==> src/rtl/seg_src_arbiter_pkg.sv <==
// Shared constants, state encoding and helpers for the seg display arbiter.
// Imported by the round-robin picker and the arbiter top.
package seg_src_arbiter_pkg;

   localparam int NUM_SRC = 3;
   localparam int DATA_W  = 20;
   localparam int POINT_W = 6;
   localparam int CNT_W   = 26;

   typedef enum logic [1:0] {
      IDLE  = 2'd0,
      HOLD  = 2'd1,
      DRAIN = 2'd2
   } state_t;

   // Source index successor, wrapping after the last source.
   function automatic logic [1:0] next_src(input logic [1:0] idx);
      return (idx >= 2'(NUM_SRC - 1)) ? 2'd0 : idx + 2'd1;
   endfunction

   function automatic logic [NUM_SRC-1:0] src_onehot(input logic [1:0] idx);
      src_onehot      = '0;
      src_onehot[idx] = 1'b1;
   endfunction

endpackage

==> src/rtl/seg_rr_pick.sv <==
// Combinational round-robin picker: first unmasked requester after last,
// scanning last+1, last+2, last (mod NUM_SRC).
module seg_rr_pick
   import seg_src_arbiter_pkg::*;
(
   input  logic [NUM_SRC-1:0] req,
   input  logic [1:0]         last,
   input  logic [NUM_SRC-1:0] excl,
   output logic               valid,
   output logic [1:0]         idx
);

   logic [NUM_SRC-1:0] cand;
   logic [1:0]         pos;

   assign cand = req & ~excl;

   // NOTE: every variable gets a default at the top of always_comb so no path
   // leaves it unassigned; that is what keeps synthesis from inferring a latch.
   always_comb begin
      valid = 1'b0;
      idx   = 2'd0;
      pos   = next_src(last);
      for (int k = 0; k < NUM_SRC; k++) begin
         if (!valid && cand[pos]) begin
            valid = 1'b1;
            idx   = pos;
         end
         pos = next_src(pos);
      end
   end

endmodule

==> src/rtl/seg_src_arbiter.sv <==
// Shares the 6-digit seg_595 display between three value sources with
// round-robin grants and a guaranteed minimum display time per grant.
module seg_src_arbiter
   import seg_src_arbiter_pkg::*;
#(
   parameter logic [CNT_W-1:0]  HOLD_MAX = 26'd49_999_999,
   parameter logic [DATA_W-1:0] DATA_MAX = 20'd999_999
)(
   input  logic                       sys_clk,
   input  logic                       sys_rst_n,
   input  logic [NUM_SRC-1:0]         req,
   input  logic [NUM_SRC*DATA_W-1:0]  data_in,
   input  logic [NUM_SRC*POINT_W-1:0] point_in,
   input  logic [NUM_SRC-1:0]         sign_in,
   output logic [NUM_SRC-1:0]         gnt,
   output logic [DATA_W-1:0]          data,
   output logic [POINT_W-1:0]         point,
   output logic                       sign,
   output logic                       seg_en
);

   state_t              state;
   logic [1:0]          last;
   logic [CNT_W-1:0]    hold_cnt;
   logic [NUM_SRC-1:0]  excl;
   logic                pick_valid;
   logic [1:0]          pick_idx;
   logic                own_req;
   logic                expired;
   logic [DATA_W-1:0]   src_data;
   logic [POINT_W-1:0]  src_point;
   logic                src_sign;

   // In IDLE nobody owns the display; otherwise the owner is excluded so the
   // picker only answers "is someone else waiting".
   assign excl    = (state == IDLE) ? '0 : src_onehot(last);
   assign own_req = req[last];
   assign expired = (hold_cnt == HOLD_MAX);

   seg_rr_pick u_pick (
      .req   (req),
      .last  (last),
      .excl  (excl),
      .valid (pick_valid),
      .idx   (pick_idx)
   );

   always_comb begin
      src_data  = '0;
      src_point = '0;
      src_sign  = 1'b0;
      for (int i = 0; i < NUM_SRC; i++) begin
         if (last == 2'(i)) begin
            src_data  = data_in[i*DATA_W +: DATA_W];
            src_point = point_in[i*POINT_W +: POINT_W];
            src_sign  = sign_in[i];
         end
      end
   end

   // NOTE: sequential state uses non-blocking assignments so every register
   // samples pre-edge values and later assignments in the block override earlier ones.
   always_ff @(posedge sys_clk or negedge sys_rst_n) begin
      if (!sys_rst_n) begin
         state    <= IDLE;
         last     <= 2'd2;
         hold_cnt <= '0;
         gnt      <= '0;
         data     <= '0;
         point    <= '0;
         sign     <= 1'b0;
         seg_en   <= 1'b0;
      end else begin
         case (state)
            IDLE: begin
               if (pick_valid) begin
                  state    <= HOLD;
                  last     <= pick_idx;
                  gnt      <= src_onehot(pick_idx);
                  hold_cnt <= '0;
               end
            end
            HOLD, DRAIN: begin
               if (state == HOLD && own_req) begin
                  data   <= (src_data > DATA_MAX) ? DATA_MAX : src_data;
                  point  <= src_point;
                  sign   <= src_sign;
                  seg_en <= 1'b1;
               end
               if (expired) begin
                  if (pick_valid) begin
                     state    <= HOLD;
                     last     <= pick_idx;
                     gnt      <= src_onehot(pick_idx);
                     hold_cnt <= '0;
                  end else if (own_req) begin
                     // HOLD: keep the counter saturated and re-evaluate next cycle.
                     if (state == DRAIN) begin
                        state    <= HOLD;
                        gnt      <= src_onehot(last);
                        hold_cnt <= '0;
                     end
                  end else begin
                     state    <= IDLE;
                     gnt      <= '0;
                     hold_cnt <= '0;
                     data     <= '0;
                     point    <= '0;
                     sign     <= 1'b0;
                     seg_en   <= 1'b0;
                  end
               end else begin
                  hold_cnt <= hold_cnt + 1'b1;
                  if (state == HOLD && !own_req) begin
                     state <= DRAIN;
                     gnt   <= '0;
                  end
               end
            end
            default: state <= IDLE;
         endcase
      end
   end

endmodule
==> config.mk <==
export PLATFORM = sky130hd
export DESIGN_NAME = seg_src_arbiter
export DESIGN_NICKNAME = d
export VERILOG_FILES = /design/src/rtl/seg_src_arbiter_pkg.sv /design/src/rtl/seg_rr_pick.sv /design/src/rtl/seg_src_arbiter.sv
export SDC_FILE = /design/constraint.sdc
export NUM_CORES = 1
export LEC_CHECK = 0
export CAP_MARGIN = 20
export CORE_ASPECT_RATIO = 1.75
export CORE_MARGIN = 2
export CORE_UTILIZATION = 50
export CTS_CLUSTER_DIAMETER = 50
export DETAILED_ROUTE_END_ITERATION = 8
export PLACE_DENSITY = 0.85
export SLEW_MARGIN = 20
export SYNTH_ARGS = -nofsm -noshare
export SYNTH_HDL_FRONTEND = slang
export SYNTH_SLANG_ARGS = --single-unit
==> constraint.sdc <==
create_clock -name sys_clk -period 3.9 [get_ports sys_clk]
set_input_delay 0.585 -clock sys_clk [delete_from_list [all_inputs] [get_ports sys_clk]]
set_output_delay 0.585 -clock sys_clk [all_outputs]
set_load 0.01 [all_outputs]
# ---- Word level (Yosys, flattened, before mapping)
# Index checks and enable logic that the tools add are counted.
dict set report classes {
  n_reduce_logical 17
  bitwise 2
  n_mux 71
  eq_ne 9
  add_sub_neg 4
  magnitude_cmp 11
}
# op n
set op_table {}
lappend op_table {{20-bit 2-to-1 mux} 8}
lappend op_table {{26-bit 2-to-1 mux} 5}
lappend op_table {{26-bit one-hot mux with 2 select lines} 1}
lappend op_table {{6-bit 2-to-1 mux} 7}
lappend op_table {{2-bit 2-to-1 mux} 14}
lappend op_table {{26-bit by 1-bit adder with 26-bit output, second input constant} 1}
lappend op_table {{26-bit equality test, second input constant} 1}
lappend op_table {{3-bit 2-to-1 mux} 7}
lappend op_table {{20-bit > comparator, second input constant} 1}
lappend op_table {{1-bit 2-to-1 mux} 20}
lappend op_table {{2-bit by 3-bit < comparator with 1-bit output, second input constant} 5}
lappend op_table {{1-bit binary-select mux with 2-bit select} 4}
lappend op_table {{2-bit one-hot mux with 2 select lines} 2}
lappend op_table {{2-bit by 1-bit adder with 2-bit output, second input constant} 3}
lappend op_table {{2-bit greater-or-equal comparator, second input constant} 3}
lappend op_table {{1-bit logical AND} 6}
lappend op_table {{3-bit one-hot mux with 2 select lines} 1}
lappend op_table {{3-bit AND reduction} 2}
lappend op_table {{5-bit inequality test, second input constant} 1}
lappend op_table {{1-bit demux with 2-bit select} 2}
lappend op_table {{2-bit by 1-bit equality test with 1-bit output, second input constant} 2}
lappend op_table {{2-bit equality test, second input constant} 2}
lappend op_table {{2-bit by 1-bit greater-or-equal comparator with 1-bit output, second input constant} 2}
lappend op_table {{2-bit zero test} 2}
lappend op_table {{other kinds (9)} 12}
dict set report word_totals {
  inputBits 86
  output_inout_bits 31
  elab_cells 122
  regBits 61
}

# ---- Depth between registers and ports, before layout
# Gate-level depths: netlist of the first run.
dict set report depth {
  depth_word 23
  depth_mapped 9
}

# ---- Modules after synthesis
# From an unflattened synthesis of the first run, not the netlist that was laid out.
dict set report hier_totals {
  cells_unflattened 399
  area_unflattened_um2 3723.6
}
# module seq_area_each_um2 area_each_um2 cells_each instances
set modules_own_cells {}
lappend modules_own_cells {seg_src_arbiter 1527.7 3643.5 388 1}
lappend modules_own_cells {seg_rr_pick 0.0 80.1 11 1}

# ---- Worst setup path after synthesis of the first run
# No wires, ideal clock.
dict set report synth_path {
  kind {reg2reg}
  startpoint {register last[1]}
  endpoint {register gnt[0]}
  path_stages_with_launch 8
  path_buffers 1
  setup_ps 128
  arrival_time_ps 2276
  path_slack_ps 1497
  path_cell_list {dfstp_2 > buf_2 > mux2_1 > nor4_1 > o31ai_2 > o31a_4 > o21ai_4 > mux2_1}
}
dict set report synth_between {
  elab_chain_cells 23
  word_cells_on_any_way 52
}
# element line_no
set synth_lines {}
lappend synth_lines {{start: declaration} seg_src_arbiter.sv:23} ;# logic [1:0] last;
lappend synth_lines {{start signal: assignment} seg_src_arbiter.sv:78} ;# last <= pick_idx;
lappend synth_lines {{start signal: assignment} seg_src_arbiter.sv:93} ;# last <= pick_idx;
lappend synth_lines {{2-bit by 3-bit < comparator with 1-bit output (not written as such) / 2-bit by 1-bit greater-or-equal comparator with 1-bit output (equally long branches)} seg_src_arbiter_pkg.sv:23} ;# src_onehot[idx] = 1'b1;
lappend synth_lines {{1-bit logical AND (not written as such)} seg_src_arbiter_pkg.sv:23}
lappend synth_lines {{1-bit 2-to-1 mux (not written as such)} seg_src_arbiter_pkg.sv:23}
lappend synth_lines {{1-bit demux with 2-bit select} seg_src_arbiter_pkg.sv:23}
lappend synth_lines {{3-bit 2-to-1 mux} seg_src_arbiter.sv:36} ;# assign excl = (state == IDLE) ? '0 : src_onehot(last);
lappend synth_lines {{3-bit inverter} seg_rr_pick.sv:16} ;# assign cand = req & ~excl;
lappend synth_lines {{3-bit AND} seg_rr_pick.sv:16}
lappend synth_lines {{1-bit binary-select mux with 2-bit select} seg_rr_pick.sv:25} ;# if (!valid && cand[pos]) begin
lappend synth_lines {{(+7 left out)} -}
lappend synth_lines {{2-bit 2-to-1 mux} seg_rr_pick.sv:25}
lappend synth_lines {{2-bit by 3-bit < comparator with 1-bit output (not written as such) / 2-bit by 1-bit greater-or-equal comparator with 1-bit output (equally long branches)} seg_src_arbiter_pkg.sv:23}
lappend synth_lines {{1-bit logical AND (not written as such)} seg_src_arbiter_pkg.sv:23}
lappend synth_lines {{1-bit 2-to-1 mux (not written as such)} seg_src_arbiter_pkg.sv:23}
lappend synth_lines {{1-bit demux with 2-bit select} seg_src_arbiter_pkg.sv:23}
lappend synth_lines {{3-bit 2-to-1 mux} seg_src_arbiter.sv:91} ;# if (pick_valid) begin
lappend synth_lines {{3-bit 2-to-1 mux} seg_src_arbiter.sv:90} ;# if (expired) begin
lappend synth_lines {{3-bit one-hot mux with 2 select lines} seg_src_arbiter.sv:74} ;# case (state)
lappend synth_lines {{end signal: assignment} seg_src_arbiter.sv:79} ;# gnt <= src_onehot(pick_idx);
lappend synth_lines {{end signal: assignment} seg_src_arbiter.sv:94} ;# gnt <= src_onehot(pick_idx);
lappend synth_lines {{end signal: assignment} seg_src_arbiter.sv:100} ;# gnt <= src_onehot(last);
lappend synth_lines {{end: declaration} seg_src_arbiter.sv:15} ;# output logic [NUM_SRC-1:0] gnt,
# Several ways; a longest one is shown, not always the timed one. The select of a mux whose other input is x is not followed.
# A chain may end at the register's enable or synchronous reset.

# ---- Final worst setup path of the first run
dict set report layout_path {
  startpoint {input port req[0]}
  endpoint {register hold_cnt[13]}
}
dict set report layout_between {
  elab_chain_cells 13
  word_cells_on_any_way 23
}
# element line_no
set layout_lines {}
lappend layout_lines {{start: declaration} seg_src_arbiter.sv:11} ;# input logic [NUM_SRC-1:0] req,
lappend layout_lines {{3-bit AND} seg_rr_pick.sv:16}
lappend layout_lines {{1-bit binary-select mux with 2-bit select} seg_rr_pick.sv:25}
lappend layout_lines {{1-bit 2-to-1 mux (not written as such)} seg_rr_pick.sv:25}
lappend layout_lines {{1-bit 2-to-1 mux} seg_rr_pick.sv:25}
lappend layout_lines {{1-bit zero test} seg_rr_pick.sv:25}
lappend layout_lines {{1-bit logical AND} seg_rr_pick.sv:25}
lappend layout_lines {{1-bit 2-to-1 mux} seg_rr_pick.sv:25}
lappend layout_lines {{1-bit zero test} seg_rr_pick.sv:25}
lappend layout_lines {{1-bit logical AND} seg_rr_pick.sv:25}
lappend layout_lines {{1-bit 2-to-1 mux} seg_rr_pick.sv:25}
lappend layout_lines {{26-bit 2-to-1 mux} seg_src_arbiter.sv:91}
lappend layout_lines {{26-bit 2-to-1 mux} seg_src_arbiter.sv:90}
lappend layout_lines {{26-bit one-hot mux with 2 select lines} seg_src_arbiter.sv:74}
lappend layout_lines {{end signal: assignment} seg_src_arbiter.sv:113} ;# hold_cnt <= hold_cnt + 1'b1;
lappend layout_lines {{end: declaration} seg_src_arbiter.sv:24} ;# logic [CNT_W-1:0] hold_cnt;
# Several ways; a longest one is shown, not always the timed one. The select of a mux whose other input is x is not followed.

==> impl_metrics.py, run 1 <==
metrics = {
    "timing": {
        "fmax_ghz": 0.353,
        "rsz0062_at_grt": "no",
        "tns_ps": 0,
        "slew_headroom": 0.317,
        "max_slew.worst_pin.slew_ps": 1020,
        "skew_ps": 5.65,
        "min_period_over_period": 0.726,
        "setup_viol": 0,
        "hold_violations": 0,
        "min_period_ps": 2830,
        "finalMaxSlewViolations": 0,
    },
    "yosys": {
        "synth_cell_type_count": 53,
        "synth_fp_nets": 488,
        "synthCells": 397,
        "yosysSeqAreaShare": 0.413,
        "async_reset_ff_frac": 1.00,
        "synth_top_area_cell": "dfrtp_1",
        "syn_area_um2": 3690,
        "synth_enable_flop_cells": 0,
        "ys_top_cells_by_area": "dfrtp_1 (41%), mux2i_1 (7.6%), o21ai_0 (6.6%)",
        "yosysTopAreaCellShare": 0.406,
        "yosys_warnings": 0,
        "ys.flop_type": "dfrtp_1",
        "ys_seq_elements": 61,
        "avgSynthCellArea_um2": 9.31,
    },
    "setup_path": {
        "crit_arrival_ps": 3070,
        "crit_slowest_cell": "o31ai_4",
        "max_stage_delay_ps": 690,
        "crit_chain": "clkdlybuf4s50_1 > mux2_1 > nor4_1 > o31ai_2 > o31ai_4 > o21ai_0 > o21ai_0",
        "r2r_cells": 7,
        "critical_path_required_ps": 4140,
        "r2r-start": "last[1]",
        "path_common_cell": "o21ai_0",
        "critical_path_peak_fanout": 22,
        "worst_setup_path_end_kind": "flop",
        "rrSetupSlack_ps": 1080,
        "critical_path_class": "in2reg",
        "cp-startpoint": "req[0]",
        "start_kind": "input port",
        "reg2reg_to": "hold_cnt[13]",
    },
    "power": {
        "p_clk_frac": 0.247,
        "p_int_mw": 2.21,
        "p_seq_frac": 0.263,
        "power.switching_mw": 1.35,
        "ir_drop_uv": 661,
        "power_mw": 3.55,
        "swShare": 0.380,
        "p_leak_nw": 2.20,
        "powerDensity_nw_per_um2": 675,
        "combPwrFrac": 0.490,
    },
    "cts": {
        "clock_path_buffers": 2,
        "hold_buffers": 0,
        "insertion_delay_ps": 330,
        "cts_root_buffer": "clkbuf_16",
        "post_cts_buffers": 0,
        "path_clk_slew_ps": 50,
        "cts_htree_levels": 3,
        "cts_tree": "built",
        "cts_buffers": 9,
        "cts_sinks": 61,
        "cts_resized": 0,
    },
    "finish": {
        "final_nets": 600,
        "drive_gt1_frac": 0.0798,
        "n_fill_cell": 514,
        "antennaDiodeCount": 0,
        "area_delta_synth_final_pct": 42.4,
    },
    "die": {
        "die_w_um": 69.0,
        "core_area_um2": 7180,
        "start_util": 0.514,
        "ios": 117,
        "dieArea_um2": 8120,
        "rows": 41,
        "die_h_um": 118,
    },
    "global_routing": {
        "grt_pass1_wl_mm": 16.8,
        "grt_max_degree": 44,
        "globalRoute.totalOverflow": 0,
        "grt_usage": 0.270,
        "antenna_found_initial": 0,
        "first_global_vias": 3579,
    },
    "route": {
        "first_pass_iters": 4,
        "drc": 0,
        "drtAntennaViolNets": 0,
        "wl_per_cell_um": 18.1,
        "num_vias": 3658,
        "wirelength_mm": 10.9,
        "viasPerCell": 6.10,
        "drt_iter0_drc": 169,
    },
    "placed_design": {
        "gp_congestion": 0.885,
        "dp_hpwl_mm": 7.90,
        "io_buffers": 116,
    },
    "job": {
        "cap_violations": 0,
    },
    "status": {
        "outcome": "completed",
    },
    "min_path": {
        "hp-class": "in2async",
    },
}
[worst max-delay path, delay by kind of cell]
kind,cells,cell delay (ps)
buffers and inverters,1,510
AO/OA/AOI/OAI,4,1210
AND/OR/NAND/NOR,1,420
multiplexers,1,350
[Yosys cell counts, types with 8 or more instances]
cell type / n
nand4_1: 8
a31oi_1: 14
o21ai_0: 49
o2bb2ai_1: 14
nand3_1: 14
dfrtp_1: 60
nand2_1: 39
a21oi_1: 20
nor2_1: 20
mux2i_1: 28
and3_1: 8
buf_2: 8
clkbuf_1: 13
a22o_1: 15
[worst max path at each step]
stage                   endpoint  slack [ps]  cells after the start
finish              hold_cnt[13]        1070                      7
global route        hold_cnt[24]         690                      7
CTS                 hold_cnt[13]        1060                      7
detailed placement        gnt[1]         750                      7
global placement          gnt[1]         850                      7
floorplan                 gnt[0]        1500                      7
[sequential cells by signal, indices dropped and copies added (netlist names)]
register	cells
data	20
seg_en	1
last	2
sign	1
point	6
hold_cnt	26
gnt	3
state	2
[layout make-up]
| cell class | count | area (um^2) | share of cell area |
|---|---|---|---|
| Sequential cell | 61 | 1530 | 0.290 |
| Clock inverter | 5 | 81.3 | 0.0155 |
| Timing Repair Buffer | 126 | 1230 | 0.235 |
| Inverter | 7 | 26.3 | 0.00499 |
| Multi-Input combinational cell | 304 | 2030 | 0.386 |
| Clock buffer | 11 | 253 | 0.0480 |
| Tap cell | 86 | 108 | 0.0204 |
[stage by stage]
step           cell area [um^2]  setup slack (ps)  hold slack (ps)  std cells   util
6_report                   5260              1070              409        600  0.733
5_1_grt                    5260               688              492        600  0.733
4_1_cts                    5260              1060              440        600  0.733
3_5_place_dp               4930               750              468        584  0.686
3_3_place_gp               4920               848              447        583  0.685
2_1_floorplan              3690              1500              289        397      -
[metal layers]
metal	wire, um	GRT usage	vias up
li1	-	-	1734
met1	3920	0.291	1744
met2	5870	0.487	151
met3	793	0.0621	29
met4	290	0.0980	0
met5	0	0	-
[cell families (layout without fill, tap and decap cells)]
kind of cell | count (synthesis) | in the layout | share of synthesized area
adder cells (fa/ha/maj) | 5 | 5 | 0.0169
multiplexers | 33 | 33 | 0.0911
flip-flops | 61 | 61 | 0.413
AO/OA/AOI/OAI | 145 | 145 | 0.271
AND/OR/NAND/NOR | 121 | 121 | 0.170
buffers and inverters | 32 | 149 | 0.0373
[power groups by stage]
stage               clock network (mW)  logic [mW]  registers (mW)
floorplan                            0        1.01           0.974
global placement                     0        1.68           0.929
detailed placement                   0        1.72           0.944
CTS                              0.883        1.74           0.934
global route                     0.915        1.90           0.958
finish                           0.879        1.74           0.936
[cells in the final DEF (no fill, tap or decap), types with 5 or more instances in the layout]
cell             instances
a22o_1                  15
a31oi_1                 14
inv_1                    7
nand3_1                 14
o21ai_0                 49
and3_1                   8
clkdlybuf4s50_1        115
dfrtp_1                 60
a21oi_1                 20
clkbuf_16                9
ha_1                     5
nor2b_1                  5
buf_4                    9
a22oi_1                  7
nand4_1                  8
nor2_1                  20
nor3_1                   6
nand2_1                 39
o2bb2ai_1               14
mux2i_1                 28
Note: power is estimated with default switching activity, not from simulation.
==> inputs of run 2 (changes only) <==
--- a/config.mk
+++ b/config.mk
@@ -8,10 +8,10 @@
 export CAP_MARGIN = 20
 export CORE_ASPECT_RATIO = 1.75
 export CORE_MARGIN = 2
-export CORE_UTILIZATION = 50
+export CORE_UTILIZATION = 47
 export CTS_CLUSTER_DIAMETER = 50
 export DETAILED_ROUTE_END_ITERATION = 8
-export PLACE_DENSITY = 0.85
+export PLACE_DENSITY = 0.81
 export SLEW_MARGIN = 20
 export SYNTH_ARGS = -nofsm -noshare
 export SYNTH_HDL_FRONTEND = slang
==> constraint.sdc (replaced) <==
create_clock -name sys_clk -period 2.9 [get_ports sys_clk]
set_input_delay 0.435 -clock sys_clk [delete_from_list [all_inputs] [get_ports sys_clk]]
set_output_delay 0.435 -clock sys_clk [all_outputs]
set_load 0.01 [all_outputs]
==> run 2 against run 1 <==
Effect of this change:
- clock skew about the same
- critical path depth stayed put
- design area down 0.12%
- first-iteration DRC count grew 42%
- total power grew 31%
- hold slack got worse by 140 ps
- cell count is 0.83% higher
- sequential power up 35%
- flip-flop and latch count stayed put
- wire length up 2.1%
- setup slack got worse by 690 ps
==> impl_metrics.py, run 2 (same netlist as run 1, synthesis figures left out) <==
metrics = {
    "timing": {
        "setup_viol": 0,
        "min_period_ps": 2530,
        "slew_headroom": 0.478,
        "fmax_ghz": 0.396,
        "hold_violations": 0,
        "hold_ws_ps": 272,
        "finalMaxSlewViolations": 0,
        "skew_ps": 5.61,
        "max_slew.worst_pin.slew_ps": 783,
        "rsz0062_at_grt": "no",
        "tns_ps": 0,
        "min_period_over_period": 0.871,
    },
    "cts": {
        "path_clk_slew_ps": 50,
        "cts_htree_levels": 3,
        "clock_path_buffers": 2,
        "cts_buffers": 9,
        "cts_resized": 0,
        "cts_tree": "built",
        "hold_buffers": 0,
        "post_cts_buffers": 0,
        "insertion_delay_ps": 330,
        "cts_root_buffer": "clkbuf_16",
        "cts_sinks": 61,
    },
    "setup_path": {
        "critical_path_class": "reg2reg",
        "r2r-start": "hold_cnt[0]",
        "cp-startpoint": "hold_cnt[0]",
        "crit_chain": "ha_1 > and3_1 > nand4_2 > nor3_1 > a31oi_4 > a22oi_1 > nand2_1",
        "crit_arrival_ps": 2720,
        "rrSetupSlack_ps": 370,
        "critical_path_peak_fanout": 26,
        "cp.depth": 7,
        "endpoint": "data[0]",
        "start_kind": "flop",
        "critical_path_required_ps": 3090,
        "crit_slowest_cell": "nor3_1",
        "critPathTopFamily": "simple AND/OR/NAND/NOR gates",
        "max_stage_delay_ps": 530,
        "r2r_cells": 7,
        "worst_setup_path_end_kind": "flop",
        "reg2reg_to": "data[0]",
        "worst-path-buf-inv": 0,
    },
    "die": {
        "ios": 117,
        "rows": 42,
        "core_area_um2": 7620,
        "start_util": 0.485,
        "die_h_um": 121,
        "dieArea_um2": 8610,
        "die_w_um": 71.0,
    },
    "power": {
        "power_mw": 4.66,
        "p_leak_nw": 2.20,
        "powerDensity_nw_per_um2": 887,
        "ir_drop_uv": 619,
    },
    "min_path": {
        "hp-class": "in2async",
    },
    "global_routing": {
        "antenna_found_initial": 0,
        "globalRoute.totalOverflow": 0,
        "grt_pass1_wl_mm": 18.5,
        "grt_usage": 0.273,
        "grt_max_degree": 62,
        "first_global_vias": 3780,
    },
    "finish": {
        "final_nets": 603,
        "antennaDiodeCount": 0,
        "instances_no_fill": 605,
        "final_cell_mix": "clkdlybuf4s50_1 (115), dfrtp_1 (60), o21ai_0 (49), nand2_1 (39), mux2i_1 (28)",
        "postLayoutCellArea_um2": 5260,
        "top_register": "hold_cnt",
        "largest_reg_flops": 26,
        "reg.largest.list": "hold_cnt x26, data x20, point x6",
        "n_fill_cell": 615,
        "drive_gt1_frac": 0.0851,
        "final_common_cell": "clkdlybuf4s50_1",
        "area_delta_synth_final_pct": 42.3,
    },
    "route": {
        "wl_per_cell_um": 18.3,
        "wirelength_mm": 11.1,
        "first_pass_iters": 5,
        "viasPerCell": 6.09,
        "drt_iter0_drc": 240,
        "drtAntennaViolNets": 0,
        "num_vias": 3682,
        "drc": 0,
    },
    "placed_design": {
        "io_buffers": 116,
        "dp_hpwl_mm": 8.27,
        "gp_congestion": 0.885,
        "place_area_um2": 4950,
        "dp.cells": 589,
    },
    "status": {
        "outcome": "completed",
    },
    "job": {
        "cap_violations": 0,
    },
}
## run 2: worst min path at each step
stage | to | cells after the start | start
4_1_cts | hold_cnt[5] | 2 | sys_rst_n
3_5_place_dp | hold_cnt[25] | 1 | hold_cnt[25]
5_1_grt | gnt[0] | 2 | sys_rst_n
3_3_place_gp | hold_cnt[25] | 1 | hold_cnt[25]
2_1_floorplan | data[0] | 0 | sys_rst_n
6_report | data[16] | 2 | sys_rst_n
## run 2: stage by stage
step	utilization	setup WS, ps
after floorplan	-	497
after global placement	0.650	169
after detailed placement	0.650	35.4
after CTS	0.689	231
after global routing	0.690	210
final	0.690	375
## run 2: cell type report
| cell class | instances | area (um^2) | area share |
|---|---|---|---|
| timing repair buffer | 129 | 1250 | 0.239 |
| multi-input combinational | 304 | 2040 | 0.388 |
| clock inverter | 3 | 17.5 | 0.00333 |
| tap | 88 | 110 | 0.0209 |
| sequential | 61 | 1530 | 0.291 |
| clock buffer | 13 | 280 | 0.0533 |
| inverter | 7 | 26.3 | 0.00500 |
## run 2: per-layer routing
metal  vias to the layer above  share of wire  GRT usage
li1                       1743              -          -
met3                        27          0.060     0.0515
met4                         0          0.026      0.112
met5                         -              0          0
met1                      1774           0.38      0.297
met2                       138           0.54      0.506
## run 2: where the power goes
group          leakage [nW]  total (mW)  internal, mW  switching (mW)
logic                  1.25        2.37          1.11            1.26
registers             0.801        1.26          1.09           0.171
clock network         0.148        1.03         0.667           0.366
